### src/rtl/pipe_pkg.sv
`default_nettype none
// ============================================================================
// Module      : pipe_pkg
// Description : Shared widths, control-bundle bit map and stage state encoding
// Revision    : 1.0 - initial release
// ============================================================================
package pipe_pkg;

    localparam int DATA_W = 64;
    localparam int REG_W  = 5;
    localparam int CTRL_W = 14;

    // Control bundle layout, MSB first
    localparam int c_CTRL_BRANCH    = 13;
    localparam int c_CTRL_MEMREAD   = 12;
    localparam int c_CTRL_MEMWRITE  = 11;
    localparam int c_CTRL_MEMTOREG  = 10;
    localparam int c_CTRL_REGWRITE  = 9;
    localparam int c_CTRL_ALUSRC    = 8;
    localparam int c_CTRL_ALUOP_MSB = 7;
    localparam int c_CTRL_ALUOP_LSB = 4;
    localparam int c_CTRL_FUNCT_MSB = 3;
    localparam int c_CTRL_FUNCT_LSB = 0;

    typedef enum logic [1:0] {
        EMPTY = 2'd0,
        ONE   = 2'd1,
        FULL  = 2'd2
    } stage_state_e;

endpackage : pipe_pkg
`default_nettype wire

### src/rtl/pipe_stage_skid.sv
`default_nettype none
// ============================================================================
// Module      : pipe_stage_skid
// Description : Two-entry skid-buffered pipeline register with flush and
//               NOP gating of the control bundle on bubbles
// Revision    : 1.0 - initial release
// ============================================================================
module pipe_stage_skid #(
    parameter int DATA_W = pipe_pkg::DATA_W,
    parameter int NDATA  = 4,
    parameter int REG_W  = pipe_pkg::REG_W,
    parameter int NREG   = 3,
    parameter int CTRL_W = pipe_pkg::CTRL_W
) (
    input  logic                    clk,
    input  logic                    reset_n,
    input  logic                    flush,
    input  logic                    in_valid,
    output logic                    in_ready,
    input  logic [CTRL_W-1:0]       in_ctrl,
    input  logic [NREG*REG_W-1:0]   in_regs,
    input  logic [NDATA*DATA_W-1:0] in_data,
    output logic                    out_valid,
    input  logic                    out_ready,
    output logic [CTRL_W-1:0]       out_ctrl,
    output logic [NREG*REG_W-1:0]   out_regs,
    output logic [NDATA*DATA_W-1:0] out_data,
    output logic [1:0]              occupancy
);

    import pipe_pkg::*;

    localparam int c_REGS_W  = NREG * REG_W;
    localparam int c_DATAS_W = NDATA * DATA_W;
    localparam int c_ENTRY_W = CTRL_W + c_REGS_W + c_DATAS_W;

    stage_state_e           r_state;
    stage_state_e           w_state_nxt;
    logic [c_ENTRY_W-1:0]   r_main;
    logic [c_ENTRY_W-1:0]   r_skid;
    logic [c_ENTRY_W-1:0]   w_in_entry;
    logic                   w_in_xfer;
    logic                   w_out_xfer;
    logic                   w_load_main_in;
    logic                   w_load_main_skid;
    logic                   w_load_skid;

    assign w_in_entry = {in_ctrl, in_regs, in_data};

    // Ready is a pure state decode so no combinational path exists from out_ready
    assign in_ready   = (r_state != FULL);
    assign out_valid  = (r_state == ONE) || (r_state == FULL);
    assign occupancy  = r_state;
    assign w_in_xfer  = in_valid & in_ready;
    assign w_out_xfer = out_valid & out_ready;

    always_comb begin
        w_state_nxt      = r_state;
        w_load_main_in   = 1'b0;
        w_load_main_skid = 1'b0;
        w_load_skid      = 1'b0;
        case (r_state)
            EMPTY: begin
                if (w_in_xfer) begin
                    w_load_main_in = 1'b1;
                    w_state_nxt    = ONE;
                end
            end
            ONE: begin
                if (w_in_xfer && w_out_xfer) begin
                    w_load_main_in = 1'b1;
                end else if (w_in_xfer) begin
                    w_load_skid = 1'b1;
                    w_state_nxt = FULL;
                end else if (w_out_xfer) begin
                    w_state_nxt = EMPTY;
                end
            end
            FULL: begin
                if (w_out_xfer) begin
                    w_load_main_skid = 1'b1;
                    w_state_nxt      = ONE;
                end
            end
            default: w_state_nxt = EMPTY;
        endcase
        // Flush drops everything held plus any entry offered this cycle
        if (flush) begin
            w_state_nxt      = EMPTY;
            w_load_main_in   = 1'b0;
            w_load_main_skid = 1'b0;
            w_load_skid      = 1'b0;
        end
    end

    always_ff @(posedge clk or negedge reset_n) begin
        if (!reset_n) begin
            r_state <= EMPTY;
            r_main  <= '0;
            r_skid  <= '0;
        end else begin
            r_state <= w_state_nxt;
            if (w_load_main_in) begin
                r_main <= w_in_entry;
            end else if (w_load_main_skid) begin
                r_main <= r_skid;
            end
            if (w_load_skid) begin
                r_skid <= w_in_entry;
            end
        end
    end

    // Bubbles present as NOPs downstream; payload keeps the last main value
    assign out_ctrl = out_valid ? r_main[c_ENTRY_W-1 -: CTRL_W] : '0;
    assign out_regs = r_main[c_DATAS_W +: c_REGS_W];
    assign out_data = r_main[0 +: c_DATAS_W];

endmodule : pipe_stage_skid
`default_nettype wire

### config.mk
export PLATFORM = sky130hd
export DESIGN_NAME = pipe_stage_skid
export DESIGN_NICKNAME = d
export VERILOG_FILES = /design/src/rtl/pipe_pkg.sv /design/src/rtl/pipe_stage_skid.sv
export SDC_FILE = /design/constraint.sdc
export NUM_CORES = 1
export LEC_CHECK = 0
export BUFFER_PORTS_ARGS = -buffer_cell sky130_fd_sc_hd__buf_2
export CAP_MARGIN = 40
export CORE_AREA = 2 2 308 249
export DETAILED_ROUTE_END_ITERATION = 10
export DIE_AREA = 0 0 310 251
export GPL_ROUTABILITY_DRIVEN = 0
export HOLD_SLACK_MARGIN = 0.08
export PLACE_DENSITY = 0.52
export RECOVER_POWER = 25
export SYNTH_ARGS = -nofsm -noshare
export SYNTH_HDL_FRONTEND = slang
export SYNTH_SLANG_ARGS = --single-unit
### constraint.sdc
create_clock -name clk -period 3.7 [get_ports clk]
set_input_delay 0.37 -clock clk [delete_from_list [all_inputs] [get_ports clk]]
set_output_delay 0.37 -clock clk [all_outputs]
set_load 0.02 [all_outputs]
-- After elaboration in Yosys (flattened, before gate mapping)
Index checks and enable logic that the tools add are counted.
- register bits after elaboration: 572
- output and inout port bits: 289
- logic and storage cells: 37
- equality and inequality tests: 7
- mux-type cells: 20
- bitwise logic cells: 2
- reductions and logical operators: 5
- operators with widths (cell ; count):
    $mux W285 ; 2
    $mux W14 ; 1
    $mux W2 ; 6
    $mux W1 ; 9
    $ne A3 B3 Y1 const B ; 3
    $pmux W2 S3 ; 1
    $ne A4 B4 Y1 const B ; 1
    $reduce_and A4 Y1 ; 1
    $and A1 B1 Y1 ; 2
    $eq A2 B1 Y1 const B ; 1
    $eq A2 B2 Y1 const B ; 1
    $logic_not A2 Y1 ; 1
    $ne A2 B2 Y1 const B ; 1
    $pmux W1 S2 ; 1
    $reduce_bool A2 Y1 ; 1
    $logic_and A1 B1 Y1 ; 1
    $logic_or A1 B1 Y1 ; 1

-- Logic depth before layout (Yosys ltp)
Gate-level depths: netlist (run 1).
- depth in word-level cells: 8
- gate-level depth with buffers: 9

-- Least setup slack after synthesis (run 1)
Ideal clock, no wire load.
- path type: register to register
- start point: reg r_state[0] (netlist: occupancy[0])
- end point: reg r_main[109]
- setup time: 137 ps
- arrival time: 2080 ps
- data required time: 3563 ps
- setup slack: 1483 ps
- stages on the path, launching flop included: 9
- path buffers: 3
- period minus slack after synthesis: 2217 ps
- cell sequence: dfrtp_1 inv_1 ha_1 and3_1 o21ai_2 buf_4 buf_2 buf_1 a21oi_1
- longest elaborated chain between the ends: 8
- elaborated cells on any way between the ends: 17
- classes of those cells: 3 x eq/ne; 8 x mux; 2 x bitwise; 4 x reduce/logical
- ends and longest elaborated chain (item ; line ; source):
    start: declaration ; pipe_stage_skid.sv:37 ; stage_state_e r_state;
    start signal: assignment ; pipe_stage_skid.sv:102 ; r_state <= w_state_nxt;
    $eq A2 B1 Y1 / $eq A2 B2 Y1 (equally long branches) ; pipe_stage_skid.sv:52 ; assign out_valid = (r_state == ONE) || (r_state == FULL);
    $logic_or A1 B1 Y1 * ; pipe_stage_skid.sv:52 ;
    net out_valid ; pipe_stage_skid.sv:23 ; output logic out_valid,
    $and A1 B1 Y1 * ; pipe_stage_skid.sv:55 ; assign w_out_xfer = out_valid & out_ready;
    $logic_and A1 B1 Y1 ; pipe_stage_skid.sv:70 ; if (w_in_xfer && w_out_xfer) begin
    $mux W1 ; pipe_stage_skid.sv:70 ;
    $pmux W1 S2 ; pipe_stage_skid.sv:62 ; case (r_state)
    $mux W1 ; pipe_stage_skid.sv:88 ; if (flush) begin
    $mux W285 / $reduce_bool A2 Y1 (equally long branches) ; n/a ;
    end signal: assignment ; pipe_stage_skid.sv:104 ; r_main <= w_in_entry;
    end signal: assignment ; pipe_stage_skid.sv:106 ; r_main <= r_skid;
    end: declaration ; pipe_stage_skid.sv:39 ; logic [c_ENTRY_W-1:0] r_main;
The timed path passes the listed nets; every way through them passes the cells marked *.
A chain may end at the register's enable or synchronous reset.

==> flow_summary.ini, run 1 <==
[sta]
finalCriticalPeriod_ns = 2.88
setup_violations = 0
min_setup_slack_post_route_ns = 0.818
setup_repair_after_global_routing_missed_its_margin = no
timing_max_transition_violations_final = 87
fmaxAchievable_ghz = 0.347
fin_skew_ns = 0.0262
worstMarginPinSlew_ns = 2.65
setup-tns-final_ns = 0
timing.max_slew.rel_slack_pct = -76.7
final-hold-violation-count = 0
final_min_period_over_clock_period_pct = 77.9

[route]
drt_first_pass_iters = 5
dr.first_iter.drc_count = 920
antenna_left = 0
route.detailed.vias_per_inst = 4.56
post_drt_wl_per_cell_um = 17.5
drc = 0
routed_wl_um = 66200
via_count = 17300

[placement]
post-dp-hpwl_um = 45800
dpl_worst_slack_ns = 0.810
port_buffers = 578

[clock_network]
clkSlewWorstSetupHoldPaths_ns = 0.06
cts_root_buf = sky130_fd_sc_hd__clkbuf_16
clock_latency_ns = 0.63
cts_tree = yes
cts_htree_levels = 2
cts_setup_buffers = 0
clockBufferDepth = 3
numCtsBuffers = 60
tritoncts_num_sinks = 572

[pwr]
vdd.ir_drop.worst_mv = 0.457
powerDensity_nw_per_um2 = 798
static_leakage_nw = 16.6

[setup_path]
cp_slowest_stage_delay_ns = 1.85
critical_path.startpoint_type = primary input
critPathRequiredTime_ns = 4.41
critical_path.max_fanout = 91
crit_top_cell = sky130_fd_sc_hd__clkbuf_2
crit_path_cell_trace = dlygate4sd3_1 > clkbuf_2 > clkbuf_2
critical_path_source = reset_n
crit_path_top_delay_cell = sky130_fd_sc_hd__clkbuf_2
crit_path_arrival_time_ns = 3.59
reg2reg_launch_point = occupancy[1]$_DFFE_PN0P_
critical_path.endpoint_type = async pin
timing.setup.critical_path_class = primary input to async pin

[layout]
layout-drive-gt1-share_pct = 28.0
area_delta_synth_final_pct = 26.6
final_net_count = 3023

[hold_path]
hold_path_class = primary input to register
timing.hold.worst.start = flush

[global_routing]
grt_start_max_net_pins = 117
track_usage_pct = 16.8
antenna_found_initial = 7
grt_first_pass_wirelength_um = 104000
first_global_vias = 18300
grt.overflow.total = 0

[run]
reported_max_cap_violation_count = 1

[floorplan]
num_rows = 90
design.die.area_um2 = 77800
io_pins = 579
design.core.area_um2 = 74800
horizontal_extent_of_the_die_um = 310
initial_core_util_pct = 34.7
die_height_um = 251

[logic_synthesis]
netlist.top_cell.by_area = sky130_fd_sc_hd__dfrtp_1
yosys_warnings = 0
netlist_top_cells_area = sky130_fd_sc_hd__dfrtp_1, sky130_fd_sc_hd__mux2i_1, sky130_fd_sc_hd__mux2_1
number_of_synthesized_register_bits = 572
post_syn_area_um2 = 25900
synthDominantCellAreaShare_pct = 55.2
netlist_instances = 2147
portion_of_the_post_synthesis_area_used_by_sequential_elements_pct = 55.2
synthDistinctLibCells = 26
number_of_nets_produced_by_synthesis = 2441
synthesis.area_per_instance_um2 = 12.1

[status]
violated_checks = max-capacitance violations, max-slew violations
status = finished, violations left
[repair_timing]
action / CTS / global route
hold buffers: 286 / 0
hold endpoints to repair: 650 / 0
gates resized for setup: 0 / 0
[metal layers]
layer | vias to the layer above | GRT usage (%) | routed length [um]
met4 | 2 | 7.00 | 2650
li1 | 8226 | - | -
met1 | 8540 | 20.0 | 26600
met5 | - | 0 | 7
met3 | 142 | 4.17 | 3890
met2 | 397 | 28.8 | 33100
[registers in the layout, summed over array words and instances, names as in the netlist]
name and cells:
occupancy 2, r_skid 285, r_main 285
[cells by family after synthesis]
family	count (synthesis)	share of synthesized area, %
AOI/OAI and AO/OA	292	5.69
muxes	571	23.4
DFF	572	55.2
buffers and inverters	402	10.8
and+or+nand+nor	306	4.70
adders and majority gates	4	0.193
[cells in the final DEF, fill, tap and decap left out, types with 6 or more instances in the layout]
cell type and count:
sky130_fd_sc_hd__clkbuf_16 60, sky130_fd_sc_hd__buf_12 16, sky130_fd_sc_hd__clkbuf_8 22, sky130_fd_sc_hd__nor2_1 286, sky130_fd_sc_hd__mux2_1 239, sky130_fd_sc_hd__mux2_2 46
sky130_fd_sc_hd__diode_2 6, sky130_fd_sc_hd__a21oi_1 286, sky130_fd_sc_hd__mux2i_1 286, sky130_fd_sc_hd__clkbuf_1 14, sky130_fd_sc_hd__dlygate4sd3_1 286, sky130_fd_sc_hd__and2_1 14
sky130_fd_sc_hd__buf_2 577, sky130_fd_sc_hd__buf_4 33, sky130_fd_sc_hd__dfrtp_1 572
[cell type report]
class                           instances  area, um2
Fill cell                            7019      41900
Antenna cell                            6       15.0
Timing Repair Buffer                  918       6350
Sequential cell                       572      14300
Clock inverter                         13        190
Clock buffer                           94       1850
Multi-Input combinational cell       1173       8840
Inverter                                4       15.0
Tap cell                             1012       1270
[power breakdown]
group | total, mW | switching [mW] | internal (mW)
logic | 9.02 | 5.25 | 3.77
clock network | 6.21 | 2.52 | 3.69
registers | 11.0 | 1.61 | 9.36
total | 26.2 | 9.38 | 16.8
[critical path: cells and delay by family]
| kind | cells | cell delay, ns |
|---|---|---|
| buffers and inverters | 3 | 3.14 |
[path summary, 6_finish.rpt]
path | end | slack [ns] | cells after the start
min in group asynchronous | r_skid[119]$_DFFE_PN0P_ | 1.12 | 2
max in group clk | r_main[142]$_DFFE_PN0P_ | 0.91 | 6
hold reg to reg | r_skid[274]$_DFFE_PN0P_ | 0.49 | 1
hold / removal | occupancy[0]$_DFFE_PN0P_ | 0.15 | 4
setup reg to reg | r_main[142]$_DFFE_PN0P_ | 0.91 | 6
setup / recovery | r_main[213]$_DFFE_PN0P_ | 0.82 | 3
[cells in the mapped netlist (all sizes together)]
cell type  number
dfrtp         572
buf           342
nand3           2
ha              4
a22oi           1
nor2b           1
and2           14
mux2          285
clkbuf         56
nor2          286
a21bo           1
nand2           1
a21oi         286
a21o            1
mux2i         286
o21ai           3
and3            1
inv             4
nor3b           1
[through the flow]
step / hold WS [ns] / area [um2] / total power [mW] / util (%) / cells
after floorplan: 0.0744 / 25900 / 18.5 / - / 2147
after global placement: 0.472 / 27900 / 19.6 / 37.4 / 3393
after detailed placement: 0.475 / 27900 / 20.0 / 37.4 / 3393
after CTS: 0.0831 / 32800 / 26.6 / 43.9 / 3786
after global routing: 0.150 / 32800 / 27.9 / 43.9 / 3790
final: 0.148 / 32800 / 26.2 / 43.9 / 3792
Power figures use the tool's default switching activity.
==> run 2: changes to the inputs <==
- ABC_AREA: default -> 1
- CORE_AREA: 2 2 308 249 -> 2 2 322 260
- DIE_AREA: 0 0 310 251 -> 0 0 324 262
- PLACE_DENSITY: 0.52 -> 0.54
- clock period: 3.7 -> 2.55 ns (I/O delays scaled with it)
==> flow_summary.ini, run 2 <==
[pwr]
vdd.ir_drop.worst_mv = 0.606
static_leakage_nw = 19.7
powerDensity_nw_per_um2 = 1170
post-layout-total-power_mw = 42.0

[run]
reported_max_cap_violation_count = 1

[floorplan]
num_rows = 94
design.die.area_um2 = 84900
design.core.area_um2 = 81700
horizontal_extent_of_the_die_um = 324
initial_core_util_pct = 34.7
io_pins = 579
die_height_um = 262

[logic_synthesis]
synthDominantCellAreaShare_pct = 50.4
netlist.top_cell.by_area = sky130_fd_sc_hd__dfrtp_1
netlist_instances = 3722
list_of_most_frequent_post_synthesis_cells = sky130_fd_sc_hd__nand2_1, sky130_fd_sc_hd__nand3_1, sky130_fd_sc_hd__dfrtp_1
number_of_flops_mapped_to_enable_cells_by_yosys = 0
synth_top_flop_cell = sky130_fd_sc_hd__dfrtp_1
most_frequent_cell_after_synthesis = sky130_fd_sc_hd__nand2_1
synthesis.area_per_instance_um2 = 7.63
synthDistinctLibCells = 17
netlist_top_cells_area = sky130_fd_sc_hd__dfrtp_1, sky130_fd_sc_hd__nand2_1, sky130_fd_sc_hd__nand3_1
postSynth.asyncResetShare_pct = 100
number_of_synthesized_register_bits = 572
yosys_warnings = 0
post_syn_area_um2 = 28400
portion_of_the_post_synthesis_area_used_by_sequential_elements_pct = 50.4
number_of_nets_produced_by_synthesis = 4016

[sta]
setup_repair_after_global_routing_missed_its_margin = no
fin_skew_ns = 0.0119
timing_max_transition_violations_final = 61
setup-tns-final_ns = 0
finalCriticalPeriod_ns = 2.39
final_min_period_over_clock_period_pct = 93.9
min_setup_slack_post_route_ns = 0.156
fmaxAchievable_ghz = 0.418
setup_violations = 0
worstMarginPinSlew_ns = 2.07
holdWs_ns = 0.261
final-hold-violation-count = 0
timing.max_slew.rel_slack_pct = -37.8

[clock_network]
cts_tree = yes
cts_setup_buffers = 0
clockBufferDepth = 3
tritoncts_num_sinks = 572
cts_htree_levels = 2
cts_root_buf = sky130_fd_sc_hd__clkbuf_16
clock_latency_ns = 0.63
numCtsBuffers = 61
clkSlewWorstSetupHoldPaths_ns = 0.06

[layout]
area_delta_synth_final_pct = 26.5
layout-drive-gt1-share_pct = 18.6
final_net_count = 4521
fin_cells = 5384
layout.filler_cells = 8162
top_library_cells_by_usage_in_the_layout_fill_and_taps_aside = sky130_fd_sc_hd__nand2_1, sky130_fd_sc_hd__buf_2, sky130_fd_sc_hd__nand3_1, sky130_fd_sc_hd__dfrtp_1, sky130_fd_sc_hd__inv_1
final_common_cell = sky130_fd_sc_hd__nand2_1

[setup_path]
critical_path.endpoint_type = output port
critical_path.max_fanout = 15
crit_path_arrival_time_ns = 2.14
critPathRequiredTime_ns = 2.30
critical_path.startpoint_type = register
timing.setup.critical_path_class = register to output port
regToRegSetupSlack_ns = 0.22

[route]
antenna_left = 0
routed_wl_um = 87800
via_count = 25100
drc = 0
dr.first_iter.drc_count = 1835
post_drt_wl_per_cell_um = 16.3
route.detailed.vias_per_inst = 4.66
drt_first_pass_iters = 5

[global_routing]
grt.overflow.total = 0
track_usage_pct = 20.1
antenna_found_initial = 5
grt_start_max_net_pins = 144
first_global_vias = 24100
grt_first_pass_wirelength_um = 137000

[hold_path]
hold_path_class = primary input to register

[placement]
post-dp-hpwl_um = 57400
port_buffers = 578
dpl.cell_count = 4980
dpl_worst_slack_ns = 0.291

[status]
violated_checks = max-capacitance violations, max-slew violations
status = finished, violations left
run 2: repair_timing:
action | in CTS | in global routing
endpoints found under the hold margin | 626 | 0
endpoints found under the setup margin | 2 | 0
hold buffers | 288 | 0
gates resized for setup | 2 | 0
run 2: metrics by stage:
stage	util, %	cell area, um2
after floorplan	-	28400
after global placement	37.8	30900
after detailed placement	37.8	30900
after CTS	44.0	36000
after global routing	44.0	35900
final	44.0	35900
run 2: layout make-up:
cell class	count	area [um2]	share of cell area, %
flip-flops and latches	572	14300	39.8
clock buffers	89	1900	5.30
repair buffers	964	7030	19.6
clock inverters	25	248	0.690
diodes	2	5.00	0.0139
inverters	307	1160	3.23
multi-input cells	2321	9880	27.5
well taps	1104	1380	3.84
run 2: worst max-delay path, cell delays in order, from the launching register on:
cell and delay [ns]:
sky130_fd_sc_hd__dfrtp_1 0.40, sky130_fd_sc_hd__inv_1 0.08, sky130_fd_sc_hd__ha_1 0.29, sky130_fd_sc_hd__buf_4 0.28
sky130_fd_sc_hd__nand2_2 0.20, sky130_fd_sc_hd__inv_1 0.08, sky130_fd_sc_hd__buf_2 0.17
run 2: where the power goes:
part / leakage (nW) / internal, mW / switching [mW]
Sequential: 6.89 / 13.8 / 2.84
Combinational: 11.7 / 5.72 / 10.2
Clock: 1.08 / 5.56 / 3.89
run 2: kinds of logic (layout without fill, tap and decap cells):
kind of cell	after synthesis	in the layout	synth area share (%)
flip-flops	572	572	50.4
buffers and inverters	829	1385	15.0
adder cells (fa/ha/maj)	4	4	0.176
AO/OA/AOI/OAI	287	287	5.07
other	0	2	0
AND/OR/NAND/NOR	2030	2030	29.4
run 2: path summary, 6_finish.rpt:
check | from | cells past startpoint | endpoint
max | occupancy[0]$_DFFE_PN0P_ | 6 | out_ctrl[6]
min | in_valid | 7 | occupancy[0]$_DFFE_PN0P_
max reg2reg | occupancy[0]$_DFFE_PN0P_ | 8 | r_main[113]$_DFFE_PN0P_
min reg2reg | r_skid[171]$_DFFE_PN0P_ | 2 | r_skid[171]$_DFFE_PN0P_
max in group asynchronous | reset_n | 3 | r_skid[55]$_DFFE_PN0P_
min in group asynchronous | reset_n | 2 | r_skid[31]$_DFFE_PN0P_
run 2: routing by layer:
metal	vias to the layer above	global-route usage [%]	routed length, um
met2	704	31.3	40500
li1	12400	-	-
met5	-	0	13
met3	173	3.07	4300
met1	11800	28.1	39600
met4	2	8.14	3400
